--- config.mk ---
export PLATFORM = sky130hd
export DESIGN_NAME = dmem_ctrl
export DESIGN_NICKNAME = d
export VERILOG_FILES = /design/src/rtl/dmem_ctrl.sv
export SDC_FILE = /design/constraint.sdc
export NUM_CORES = 1
export LEC_CHECK = 0
export ABC_AREA = 1
export CORE_MARGIN = 2
export CORE_UTILIZATION = 48
export CTS_CLUSTER_DIAMETER = 100
export DETAILED_ROUTE_END_ITERATION = 16
export PLACE_DENSITY = 0.8
export SLEW_MARGIN = 25
export SYNTH_ARGS = -nofsm -noshare
export SYNTH_HDL_FRONTEND = slang
export SYNTH_SLANG_ARGS = --single-unit
--- constraint.sdc ---
create_clock -name clk -period 2.4 [get_ports clk]
set_input_delay 0.36 -clock clk [delete_from_list [all_inputs] [get_ports clk]]
set_output_delay 0.36 -clock clk [all_outputs]
set_load 0.02 [all_outputs]
--- src/rtl/dmem_ctrl.sv ---
// Dual-port (CPU + loader) data-memory controller: round-robin arbitration,
// big-endian byte/halfword lane handling, read-modify-write for sub-word stores.
module dmem_ctrl #(
  parameter int BITS_ADDR = 8
) (
  input  logic                 clk,
  input  logic                 rst_n,
  input  logic                 a_req,
  input  logic                 a_we,
  input  logic [BITS_ADDR-1:0] a_addr,
  input  logic [1:0]           a_size,
  input  logic [31:0]          a_wdata,
  output logic                 a_gnt,
  output logic                 a_rvalid,
  output logic                 a_err,
  output logic [31:0]          a_rdata,
  input  logic                 b_req,
  input  logic                 b_we,
  input  logic [BITS_ADDR-1:0] b_addr,
  input  logic [31:0]          b_wdata,
  output logic                 b_gnt,
  output logic                 b_rvalid,
  output logic [31:0]          b_rdata,
  output logic [BITS_ADDR-3:0] mem_addr,
  output logic [31:0]          mem_wdata,
  output logic                 mem_we,
  input  logic [31:0]          mem_rdata
);

  typedef enum logic [1:0] {IDLE, ACCESS, MERGE_WR, DONE} state_e;

  state_e               state_q, state_d;
  logic                 prio_b_q;
  logic                 port_b_q;
  logic                 we_q;
  logic                 err_q;
  logic [1:0]           size_q;
  logic [BITS_ADDR-1:0] addr_q;
  logic [31:0]          wdata_q;
  logic [31:0]          merged_q;
  logic [31:0]          a_rdata_q;
  logic [31:0]          b_rdata_q;

  logic        sel_a, sel_b, a_bad, word_wr;
  logic [4:0]  sh;
  logic [31:0] lo_mask, rd_ext, merged_d, result_d;

  // B wins a tie only when A was granted last.
  assign sel_a = a_req && (!b_req || !prio_b_q);
  assign sel_b = b_req && !sel_a;
  assign a_bad = (a_size == 2'b11) ||
                 ((a_size == 2'b01) && a_addr[0]) ||
                 ((a_size == 2'b10) && (a_addr[1:0] != 2'b00));
  assign word_wr = we_q && (size_q == 2'b10);

  // Lane position: byte offset k sits at bits [31-8k:24-8k].
  always_comb begin
    sh      = 5'd0;
    lo_mask = 32'hFFFF_FFFF;
    case (size_q)
      2'b00: begin
        lo_mask = 32'h0000_00FF;
        sh      = {2'd3 - addr_q[1:0], 3'b000};
      end
      2'b01: begin
        lo_mask = 32'h0000_FFFF;
        sh      = addr_q[1] ? 5'd0 : 5'd16;
      end
      default: ;
    endcase
    rd_ext   = (mem_rdata >> sh) & lo_mask;
    merged_d = (mem_rdata & ~(lo_mask << sh)) | ((wdata_q & lo_mask) << sh);
  end

  always_comb begin
    state_d  = state_q;
    result_d = 32'd0;
    case (state_q)
      IDLE: begin
        if (sel_a)      state_d = a_bad ? DONE : ACCESS;
        else if (sel_b) state_d = ACCESS;
      end
      ACCESS: begin
        state_d = (we_q && !word_wr) ? MERGE_WR : DONE;
        if (!we_q) result_d = rd_ext;
      end
      MERGE_WR: state_d = DONE;
      DONE:     state_d = IDLE;
      default:  state_d = IDLE;
    endcase
  end

  always_ff @(posedge clk or negedge rst_n) begin
    if (!rst_n) begin
      state_q   <= IDLE;
      prio_b_q  <= 1'b0;
      port_b_q  <= 1'b0;
      we_q      <= 1'b0;
      err_q     <= 1'b0;
      size_q    <= 2'b00;
      addr_q    <= '0;
      wdata_q   <= 32'd0;
      merged_q  <= 32'd0;
      a_rdata_q <= 32'd0;
      b_rdata_q <= 32'd0;
    end else begin
      state_q <= state_d;
      if (state_q == IDLE && (sel_a || sel_b)) begin
        prio_b_q <= sel_a;
        port_b_q <= sel_b;
        we_q     <= sel_b ? b_we : a_we;
        err_q    <= sel_a && a_bad;
        size_q   <= sel_b ? 2'b10 : a_size;
        addr_q   <= sel_b ? b_addr : a_addr;
        wdata_q  <= sel_b ? b_wdata : a_wdata;
      end
      if (state_q == ACCESS) merged_q <= merged_d;
      // Read data is loaded on entry to DONE so it changes together with rvalid.
      if (state_d == DONE && state_q != DONE) begin
        if (state_q != IDLE && port_b_q) b_rdata_q <= result_d;
        else                             a_rdata_q <= result_d;
      end
    end
  end

  assign a_gnt     = rst_n && (state_q == IDLE) && sel_a;
  assign b_gnt     = rst_n && (state_q == IDLE) && sel_b;
  assign a_rvalid  = (state_q == DONE) && !port_b_q;
  assign b_rvalid  = (state_q == DONE) && port_b_q;
  assign a_err     = (state_q == DONE) && !port_b_q && err_q;
  assign a_rdata   = a_rdata_q;
  assign b_rdata   = b_rdata_q;
  assign mem_addr  = (state_q == ACCESS || state_q == MERGE_WR) ? addr_q[BITS_ADDR-1:2] : '0;
  assign mem_we    = ((state_q == ACCESS) && word_wr) || (state_q == MERGE_WR);
  assign mem_wdata = (state_q == MERGE_WR) ? merged_q :
                     ((state_q == ACCESS) && word_wr) ? wdata_q : 32'd0;

endmodule

==> results of run 1 <==
## routing by layer
| layer | part of all wire | track usage |
|---|---|---|
| met3 | 0.090 | 0.0693 |
| met2 | 0.48 | 0.511 |
| met1 | 0.40 | 0.415 |
| met4 | 0.032 | 0.102 |
| met5 | 0 | 0 |
## stage by stage
step | cells | hold slack [ns] | TNS (ns)
final | 1479 | 0.0652 | -0.000151
after floorplan | 1036 | 0.0644 | 0
after global routing | 1479 | 0.153 | -0.367
after detailed placement | 1445 | 0.458 | -0.102
after global placement | 1445 | 0.454 | -0.00277
after CTS | 1476 | 0.137 | -0.221
## cell type report
class,count,area [um2]
sequential,144,3600
clock inverter,11,139
tap,216,270
timing repair buffer,261,2510
inverter,74,282
multi-input combinational,753,3480
fill,1289,4980
clock buffer,20,457
## how the worst max path moves through the flow
stage / to / slack, ns / startpoint
2_1_floorplan: mem_wdata[11] / 0.34 / state_q[0]$_DFF_PN0_
3_3_place_gp: mem_wdata[28] / -0.003 / state_q[1]$_DFF_PN0_
3_5_place_dp: wdata_q[1]$_DFFE_PN0P_ / -0.04 / a_req
4_1_cts: mem_addr[2] / -0.06 / state_q[1]$_DFF_PN0_
5_1_grt: mem_wdata[15] / -0.1 / state_q[1]$_DFF_PN0_
6_report: mem_wdata[15] / -0.0002 / state_q[1]$_DFF_PN0_
## flip-flops by register name (all words and copies together), names as in the netlist
register,cells
size_q,2
err_q,1
state_q,2
b_rdata,32
wdata_q,32
a_rdata,32
merged_q,32
addr_q,8
port_b_q,1
we_q,1
prio_b_q,1
## kinds of logic after synthesis
logic type	count (synthesis)	synth area share
adder cells (fa/ha/maj)	4	0.00654
flip-flops	144	0.471
AND/OR/NAND/NOR	530	0.287
buffers and inverters	139	0.0797
AO/OA/AOI/OAI	219	0.156
## power groups by stage
stage	registers (mW)	clock network [mW]	logic (mW)
after floorplan	4.42	0	4.74
after global placement	4.12	0	8.01
after detailed placement	4.15	0	8.16
after CTS	4.13	2.70	8.07
after global routing	4.26	2.82	8.94
final	4.16	2.69	8.20
## critical path, delay by kind of cell (launching register included)
kind / cells / cell delay [ns]
AO/OA/AOI/OAI: 1 / 0.16
adder cells (fa/ha/maj): 1 / 0.18
buffers and inverters: 4 / 0.75
flip-flops: 1 / 0.43
AND/OR/NAND/NOR: 1 / 0.09
## cells in the final DEF (no fill, tap or decap), drive strengths merged, types with 8 or more instances in the layout
| cell | n |
|---|---|
| a31oi | 9 |
| clkdlybuf4s50 | 185 |
| a21oi | 71 |
| dfrtp | 144 |
| buf | 45 |
| a22oi | 8 |
| clkinv | 9 |
| inv | 71 |
| clkbuf | 39 |
| nand3b | 8 |
| nor2 | 100 |
| o22ai | 45 |
| o21ai | 85 |
| nand3 | 102 |
| nand2 | 317 |
## what timing repair did
action / CTS / global route
gates cloned: 0 / 2
resized for setup: 83 / 84
buffers inserted: 0 / 1
pin swaps: 0 / 1
endpoints found under the setup margin: 41 / 99
==> reports/qor.txt, run 1 <==
Status: complete, but fails checks
Failing checks: setup timing
Static Leak: 5.22 nW
Port bufs: 227
Core ar.: 0.0157 mm2
Ys flop type: dfrtp_1
Number of hold buffers added after CTS: 0
Clock latency on the worst-skew pair: 0.42 ns
Mapped Cells: 1036
Final clock skew: 0.00709 ns
Most instantiated cells after synthesis: 315 x nand2_1, 144 x dfrtp_1, 102 x nand3_1, 97 x nor2_1, 71 x o21ai_0
DRC violations left: 0
Share of cells above drive strength 1: 0.0966
Total track usage: 0.312
Fin. Hold Viols: 0
Post-synthesis sequential area ratio: 0.471
DRT iter0 DRCs: 824
Reg2reg start: state_q[1]$_DFF_PN0_
Crit-path max cell delay: 0.43 ns
Worst Max-Slew Pin Slew: 0.813 ns
Vias in the first global route: 7678
Fin crit share: 1.00
Crit path launch type: flip-flop
Max VDD drop: 0.000828 V
MaxCap Viol Count: 0
Starting Density: 0.487
Diode count: 0
Largest area contributor in the netlist: dfrtp_1
EDFF count, synth: 0
Nets: 1375
R2R cell count: 12
Clock share of power: 0.179
CTS tree: done
Clock Tree Buf Depth: 2
DP Area: 0.0102 mm2
Area grow syn2layout: 40.3%
Switching portion of total power: 0.460
Row count: 46
Clk sink count: 144
WP data arrival: 2.04 ns
Syn Nets: 1160
Gpl congestion: 0.894
Clk slew on worst S/H paths: 0.06 ns
Dpl ws: -0.0450 ns
Crit Path Max Fanout: 16
Root buffer cell: clkbuf_16
Library cells used by synthesis: 31
Ys async rst share: 1.00
Die area: 0.0170 mm2
Slew headroom: 0.458
Total gr overflow: 0
Syn_area_per_cell: 7.38 um2
Internal Pwr Total: 8.13 mW
Reg-to-reg critical path endpoint: b_rdata[10]$_DFFE_PN0P_
Kind of critical path: reg -> out
Worst min-delay path category: in -> async
Setup ws final: -0.000151 ns
Mapped Area: 0.00765 mm2
Io pins: 228
RSZ-0062 raised after global routing: yes
Power per cell area: 1400 mW/mm2
Register share of total power: 0.276
Top-count cell post-synth: nand2_1
Synth warn: 0
Worst EP required: 2.04 ns
Comb pwr share: 0.545
Total number of vias: 8156
CTS Buf Count: 17
Die Wd: 130 um
First-pass detailed-route iteration total: 7
WL/cell: 17.8 um
Tmin final: 2.40 ns
Total routed wirelength: 26300 um
Slowest-stage cell, CP: dfrtp_2
First-pass GRT wire length: 40500 um
Reg2reg setup slack: 0.15 ns
Setup violators final: 1
Slew Limit Fails: 0
Via density: 5.51
Largest net degree at the start of global routing: 145
Post-DP HPWL: 18600 um
CP Cell Sequence: inv_2, ha_2, nand4_1, buf_4, buf_12, o21ai_0, clkdlybuf4s15_1
Die height: 130 um
FMAX: 0.417 GHz
Initial antenna violation count: 0
Remaining antenna violation count after routing: 0
Synth top area share: 0.471
Final Util: 0.683
Total Power: 15.0 mW
Synth top area cells: dfrtp_1 47%, nand2_1 15%, nand3_1 6.7%
Htree depth: 4
Number of synthesized register bits: 144
Final Cell Area: 0.0107 mm2
Crit path capture type: output pin
Switching component of the power: 6.92 mW
No activity file was read; power rests on OpenSTA's default activity.
==> inputs of run 2 (changes only) <==
Settings changed: PLACE_DENSITY 0.8 to 0.9.
==> run 2 against run 1 <==
The flow still finishes with violations (setup timing). Clock skew up 0.0018 ns. Critical endpoint is now mem_addr[5]. Maximum frequency decreased by 0.85%. Worst hold slack got worse by 0.036 ns. Core utilization fell by 0.10 points. Setup slack got worse by 0.021 ns. Clock-buffer cell count up 1. Critical path depth fell by 2. Routed wire length increased by 1.0%. Flip-flop and latch count unchanged. Final area down 0.15%. Non-clock buffer count rose by 5. Sequential share of layout area is essentially flat.
==> reports/qor.txt, run 2 (same netlist as run 1, synthesis figures left out) <==
Kind of critical path: reg -> out (unchanged)
Worst EP required: 2.04 ns (about the same)
CP top delay family: buffers and inverters (unchanged)
Area grow syn2layout: 40.1% (was 40.3%)
Share of cells above drive strength 1: 0.0931 (was 0.0966)
Worst hold slack: 0.0290 ns (was 0.0652 ns)
Number of hold buffers added after CTS: 0 (unchanged)
Slew Limit Fails: 0 (unchanged)
Dpl ws: -0.0254 ns (was -0.0450 ns)
Worst Max-Slew Pin Slew: 0.807 ns (was 0.813 ns)
Total track usage: 0.318 (was 0.312)
Crit-path max cell delay: 0.59 ns (was 0.43 ns)
CTS tree: done (unchanged)
Largest net degree at the start of global routing: 145 (unchanged)
Die Wd: 130 um (unchanged)
RSZ-0062 raised after global routing: yes (unchanged)
Setup violators final: 3 (was 1)
Total gr overflow: 0 (unchanged)
WL/cell: 17.9 um (was 17.8 um)
Vias in the first global route: 8148 (was 7678)
FMAX: 0.413 GHz (was 0.417 GHz)
CP Buf/Inv Count: 3 (was 4)
Io pins: 228 (unchanged)
Clk sink count: 144 (unchanged)
Final clock skew: 0.00892 ns (was 0.00709 ns)
MaxCap Viol Count: 0 (unchanged)
Die height: 130 um (unchanged)
First-pass detailed-route iteration total: 6 (was 7)
WP data arrival: 2.06 ns (was 2.04 ns)
FF+latch area: 0.00360 mm2 (about the same)
Core ar.: 0.0157 mm2 (unchanged)
Final Cell Area: 0.0107 mm2 (about the same)
Crit path capture type: output pin (unchanged)
Remaining antenna violation count after routing: 0 (unchanged)
Htree depth: 4 (unchanged)
Multi-input logic area: 0.00345 mm2 (was 0.00348 mm2)
DP Area: 0.0102 mm2 (about the same)
Clk slew on worst S/H paths: 0.06 ns (about the same)
Crit path launch type: flip-flop (unchanged)
Most frequent cells in the layout: 314 x nand2_1, 186 x clkdlybuf4s50_1, 144 x dfrtp_1 (was 315 x nand2_1, 185 x clkdlybuf4s50_1, 143 x dfrtp_1)
Nets: 1380 (was 1375)
Clock Tree Buf Depth: 2 (unchanged)
Failing checks: setup timing (unchanged)
Tmin final: 2.42 ns (was 2.40 ns)
Slowest-stage cell, CP: clkdlybuf4s50_1 (was dfrtp_2)
Static Leak: 5.23 nW (was 5.22 nW)
Slew headroom: 0.462 (was 0.458)
Post-DP HPWL: 18600 um (about the same)
DRT iter0 DRCs: 1232 (was 824)
Port bufs: 227 (unchanged)
Worst min-delay path category: in -> async (unchanged)
First-pass GRT wire length: 41500 um (was 40500 um)
Total number of vias: 8383 (was 8156)
Fin crit share: 1.01 (was 1.00)
Gpl congestion: 0.905 (was 0.894)
Die area: 0.0170 mm2 (unchanged)
Total routed wirelength: 26600 um (was 26300 um)
Diode count: 0 (unchanged)
Status: complete, but fails checks (unchanged)
DRC violations left: 0 (unchanged)
Most common cell after layout, fill and taps aside: nand2_1 (unchanged)
Total Power: 15.0 mW (about the same)
Initial antenna violation count: 0 (unchanged)
Root buffer cell: clkbuf_16 (unchanged)
CP Cell Sequence: inv_1, ha_2, nand2_1, inv_1, clkdlybuf4s50_1 (was inv_2, ha_2, nand4_1, buf_4, buf_12, o21ai_0, clkdlybuf4s15_1)
Starting Density: 0.487 (unchanged)
Fillers: 1277 (was 1289)
Fin. Hold Viols: 0 (unchanged)
Row count: 46 (unchanged)
Power per cell area: 1400 mW/mm2 (about the same)
Crit Path Max Fanout: 7 (was 16)
Via density: 5.65 (was 5.51)
Clock latency on the worst-skew pair: 0.43 ns (was 0.42 ns)
CTS Buf Count: 17 (unchanged)
Setup ws final: -0.0207 ns (was -0.000151 ns)
Top cell by count, worst path: inv_1
Max VDD drop: 0.000887 V (was 0.000828 V)
## run 2: cell types whose count changed in the layout (fill, tap and decap cells not counted), sizes merged
cell	before	now
clkbuf	39	31
clkdlybuf4s50	185	186
buf	45	57
clkinv	9	10
bufinv	3	1
dlygate4sd2	6	7
## run 2: where the power goes
part | leakage [nW] | total (mW) | internal (mW) | switching (mW)
combinational | 3.15 | 8.30 | 3.05 | 5.25
sequential | 1.81 | 4.18 | 3.48 | 0.698
clock | 0.274 | 2.53 | 1.49 | 1.04
total | 5.23 | 15.0 | 8.02 | 6.99
## run 2: through the flow
| stage | TNS, ns | util | cells |
|---|---|---|---|
| after global placement | 0 | 0.649 | 1448 |
| final | -0.0366 | 0.682 | 1484 |
| after detailed placement | -0.0254 | 0.649 | 1448 |
| after global routing | -0.275 | 0.682 | 1484 |
| after floorplan | 0 | - | 1036 |
| after CTS | -0.197 | 0.682 | 1481 |
## run 2: layout make-up
class / instances / share of cell area
clock inverter: 10 / 0.00817
inverter: 74 / 0.0263
tap: 216 / 0.0252
clock buffer: 21 / 0.0439
sequential: 144 / 0.336
multi-input combinational: 753 / 0.322
timing repair buffer: 266 / 0.239
## run 2: per-layer routing
metal	routed length (um)	GRT usage	up-vias
li1	-	-	3843
met1	10100	0.404	3921
met2	12700	0.516	523
met3	2650	0.0750	96
met4	1160	0.147	0
met5	0	0	-
## run 2: repair_timing
| action | 4_1_cts | 5_1_grt |
|---|---|---|
| gates cloned | 1 | 0 |
| pin swaps | 0 | 1 |
| setup endpoints to repair | 41 | 93 |
| setup buffers | 1 | 3 |
| endpoints found under the hold margin | 0 | 0 |
| gates resized for setup | 111 | 45 |
## run 2: worst paths after layout
kind	startpoint	end	slack, ns	depth (start not counted)
max	state_q[0]$_DFF_PN0_	mem_addr[5]	-0.02	5
min	rst_n	addr_q[4]$_DFFE_PN0P_	0.03	2
max reg2reg	state_q[1]$_DFF_PN0_	b_rdata[27]$_DFFE_PN0P_	0.24	12
min reg2reg	b_rdata[3]$_DFFE_PN0P_	b_rdata[3]$_DFFE_PN0P_	0.47	2
max in group asynchronous	rst_n	b_rdata[23]$_DFFE_PN0P_	1.73	2
min in group clk	b_rdata[3]$_DFFE_PN0P_	b_rdata[3]$_DFFE_PN0P_	0.47	2
==> inputs of run 3 (changes only) <==
Settings changed: ABC_AREA 1 to 0, PLACE_DENSITY 0.9 to 0.91.
==> run 3 against run 2 <==
Clock-buffer cell count did not move. Critical endpoint is now mem_wdata[4]. Register-to-register slack got worse by 0.15 ns. Setup slack better by 0.044 ns. Final cell count shrank 20%. Combinational power decreased by 3.7%. Core utilization up 2.2 points. First-iteration DRC count fell by 43%. Synthesized area shrank 2.8%. The flow now finishes without violations.
==> reports/qor.txt, run 3 <==
Status: finished clean (was complete, but fails checks)
Setup violators final: 0 (was 3)
Most common cell after layout, fill and taps aside: clkdlybuf4s50_1 (was nand2_1)
EDFF count, synth: 0 (unchanged)
Die Wd: 128 um (was 130 um)
Worst Max-Slew Pin Slew: 0.710 ns (was 0.807 ns)
Final Cell Area: 0.0107 mm2 (about the same)
Internal Pwr Total: 8.75 mW (was 8.02 mW)
Power per cell area: 1420 mW/mm2 (was 1400 mW/mm2)
Worst EP required: 2.04 ns (about the same)
CP Cell Sequence: inv_2, ha_4, buf_12, mux2i_1, nor2_1, clkdlybuf4s15_1 (was inv_1, ha_2, nand2_1, inv_1, clkdlybuf4s50_1)
Number of synthesized register bits: 144 (unchanged)
CP top delay family: buffers and inverters (unchanged)
Clock share of power: 0.180 (was 0.169)
Clk slew on worst S/H paths: 0.06 ns (about the same)
Worst min-delay path category: in -> async (unchanged)
Ys flop type: dfrtp_1 (unchanged)
Area grow syn2layout: 43.6% (was 40.1%)
First-pass GRT wire length: 35500 um (was 41500 um)
Most frequent cells in the layout: 183 x clkdlybuf4s50_1, 143 x dfrtp_1, 114 x nand2_1 (was 314 x nand2_1, 186 x clkdlybuf4s50_1, 144 x dfrtp_1)
Setup ws final: 0.0230 ns (was -0.0207 ns)
Nets: 1105 (was 1380)
Root buffer cell: clkbuf_16 (unchanged)
Static Leak: 5.04 nW (was 5.23 nW)
Port bufs: 227 (unchanged)
DP Area: 0.00998 mm2 (was 0.0102 mm2)
Comb pwr share: 0.528 (was 0.553)
Max VDD drop: 0.000740 V (was 0.000887 V)
Synth top area cells: dfrtp_1 48%, mux2i_1 14%, nand2_1 5.8% (was dfrtp_1 47%, nand2_1 15%, nand3_1 6.7%)
Vias in the first global route: 6572 (was 8148)
WL/cell: 19.8 um (was 17.9 um)
MaxCap Viol Count: 0 (unchanged)
Total Power: 15.1 mW (was 15.0 mW)
Initial antenna violation count: 0 (unchanged)
Dpl ws: -0.00572 ns (was -0.0254 ns)
WP data arrival: 2.02 ns (was 2.06 ns)
Row count: 45 (was 46)
Switching component of the power: 6.40 mW (was 6.99 mW)
Final clock skew: 0.0114 ns (was 0.00892 ns)
Total track usage: 0.283 (was 0.318)
Top-count cell post-synth: dfrtp_1 (was nand2_1)
Die area: 0.0165 mm2 (was 0.0170 mm2)
Total routed wirelength: 23500 um (was 26600 um)
Most instantiated cells after synthesis: 144 x dfrtp_1, 115 x nand2_1, 106 x mux2i_1, 71 x nor2_1, 67 x o21ai_0 (was 315 x nand2_1, 144 x dfrtp_1, 102 x nand3_1, 97 x nor2_1, 71 x o21ai_0)
FMAX: 0.421 GHz (was 0.413 GHz)
Syn_area_per_cell: 9.91 um2 (was 7.38 um2)
Final Util: 0.705 (was 0.682)
Diode count: 0 (unchanged)
Total gr overflow: 0 (unchanged)
Crit-path max cell delay: 0.45 ns (was 0.59 ns)
Ys async rst share: 1.00 (unchanged)
Fin. Hold Viols: 0 (unchanged)
First-pass detailed-route iteration total: 6 (unchanged)
Gpl congestion: 0.864 (was 0.905)
DRC violations left: 0 (unchanged)
Via density: 5.70 (was 5.65)
Kind of critical path: reg -> out (unchanged)
Largest net degree at the start of global routing: 135 (was 145)
CTS Buf Count: 17 (unchanged)
DRT iter0 DRCs: 704 (was 1232)
Slew Limit Fails: 0 (unchanged)
Htree depth: 4 (unchanged)
Crit path launch type: flip-flop (unchanged)
Library cells used by synthesis: 35 (was 31)
Die height: 128 um (was 130 um)
Clock Tree Buf Depth: 2 (unchanged)
Slowest-stage cell, CP: dfrtp_2 (was clkdlybuf4s50_1)
Mapped Cells: 750 (was 1036)
Reg2reg setup slack: 0.09 ns (was 0.24 ns)
Post-DP HPWL: 16200 um (was 18600 um)
Switching portion of total power: 0.422 (was 0.466)
Post-synthesis sequential area ratio: 0.485 (was 0.471)
CP Buf/Inv Count: 3 (unchanged)
Remaining antenna violation count after routing: 0 (unchanged)
Syn Nets: 874 (was 1160)
Slew headroom: 0.527 (was 0.462)
Mapped Area: 0.00743 mm2 (was 0.00765 mm2)
Crit path capture type: output pin (unchanged)
Clock latency on the worst-skew pair: 0.43 ns (about the same)
Starting Density: 0.491 (was 0.487)
Fin crit share: 0.990 (was 1.01)
Io pins: 228 (unchanged)
Synth warn: 0 (unchanged)
Clk sink count: 144 (unchanged)
Largest area contributor in the netlist: dfrtp_1 (unchanged)
Share of cells above drive strength 1: 0.146 (was 0.0931)
CTS tree: done (unchanged)
Synth top area share: 0.485 (was 0.471)
Tmin final: 2.38 ns (was 2.42 ns)
Total number of vias: 6738 (was 8383)
Register share of total power: 0.292 (was 0.278)
Crit Path Max Fanout: 16 (was 7)
Core ar.: 0.0151 mm2 (was 0.0157 mm2)
-- run 3: metal layers --
metal | vias up | part of all wire | global-route usage
met1 | 3255 | 0.40 | 0.361
met3 | 55 | 0.091 | 0.0865
li1 | 3065 | - | -
met2 | 363 | 0.49 | 0.458
met4 | 0 | 0.027 | 0.103
met5 | - | 0 | 0
-- run 3: what timing repair did --
action	4_1_cts	5_1_grt
hold buffers	1	0
gates cloned	1	2
pin swaps	0	1
endpoints found under the hold margin	10	0
setup buffers	0	10
setup endpoints to repair	40	52
gates resized for setup	60	44
-- run 3: cell type report --
type,instances,area (um2)
fillers,1080,4470
multi-input cells,537,3610
flip-flops and latches,144,3600
repair buffers,263,2550
clock buffers,21,470
well taps,188,235
clock inverters,11,136
inverters,18,67.6
-- run 3: power by group through the flow --
stage          clock (mW)  combinational (mW)  sequential [mW]
6_report             2.73                7.99             4.42
5_1_grt              2.87                8.62             4.51
3_3_place_gp            0                7.50             4.32
4_1_cts              2.74                7.67             4.35
2_1_floorplan           0                4.45             4.50
3_5_place_dp            0                7.71             4.37
-- run 3: logic make-up after synthesis --
| family | after synthesis | share of synthesized area |
|---|---|---|
| muxes | 160 | 0.225 |
| DFF | 144 | 0.485 |
| AOI/OAI and AO/OA | 133 | 0.107 |
| buffers and inverters | 69 | 0.0394 |
| and+or+nand+nor | 240 | 0.138 |
| adders and majority gates | 4 | 0.00673 |
-- run 3: final timing paths --
kind | start | endpoint | cells after the start
min in group clk | addr_q[3]$_DFFE_PN0P_ | addr_q[3]$_DFFE_PN0P_ | 2
setup / recovery | state_q[0]$_DFF_PN0_ | mem_wdata[4] | 6
hold reg to reg | addr_q[3]$_DFFE_PN0P_ | addr_q[3]$_DFFE_PN0P_ | 2
setup reg to reg | state_q[1]$_DFF_PN0_ | a_rdata[0]$_DFFE_PN0P_ | 10
hold / removal | rst_n | addr_q[5]$_DFFE_PN0P_ | 2
max in group asynchronous | rst_n | wdata_q[3]$_DFFE_PN0P_ | 3
-- run 3: stage by stage --
step,hold slack [ns],TNS (ns),instances
6_report,0.331,0,1182
5_1_grt,0.333,-0.253,1182
4_1_cts,0.325,-0.0141,1170
3_5_place_dp,0.187,-0.0101,1136
3_3_place_gp,0.190,0,1136
2_1_floorplan,0.0644,0,750
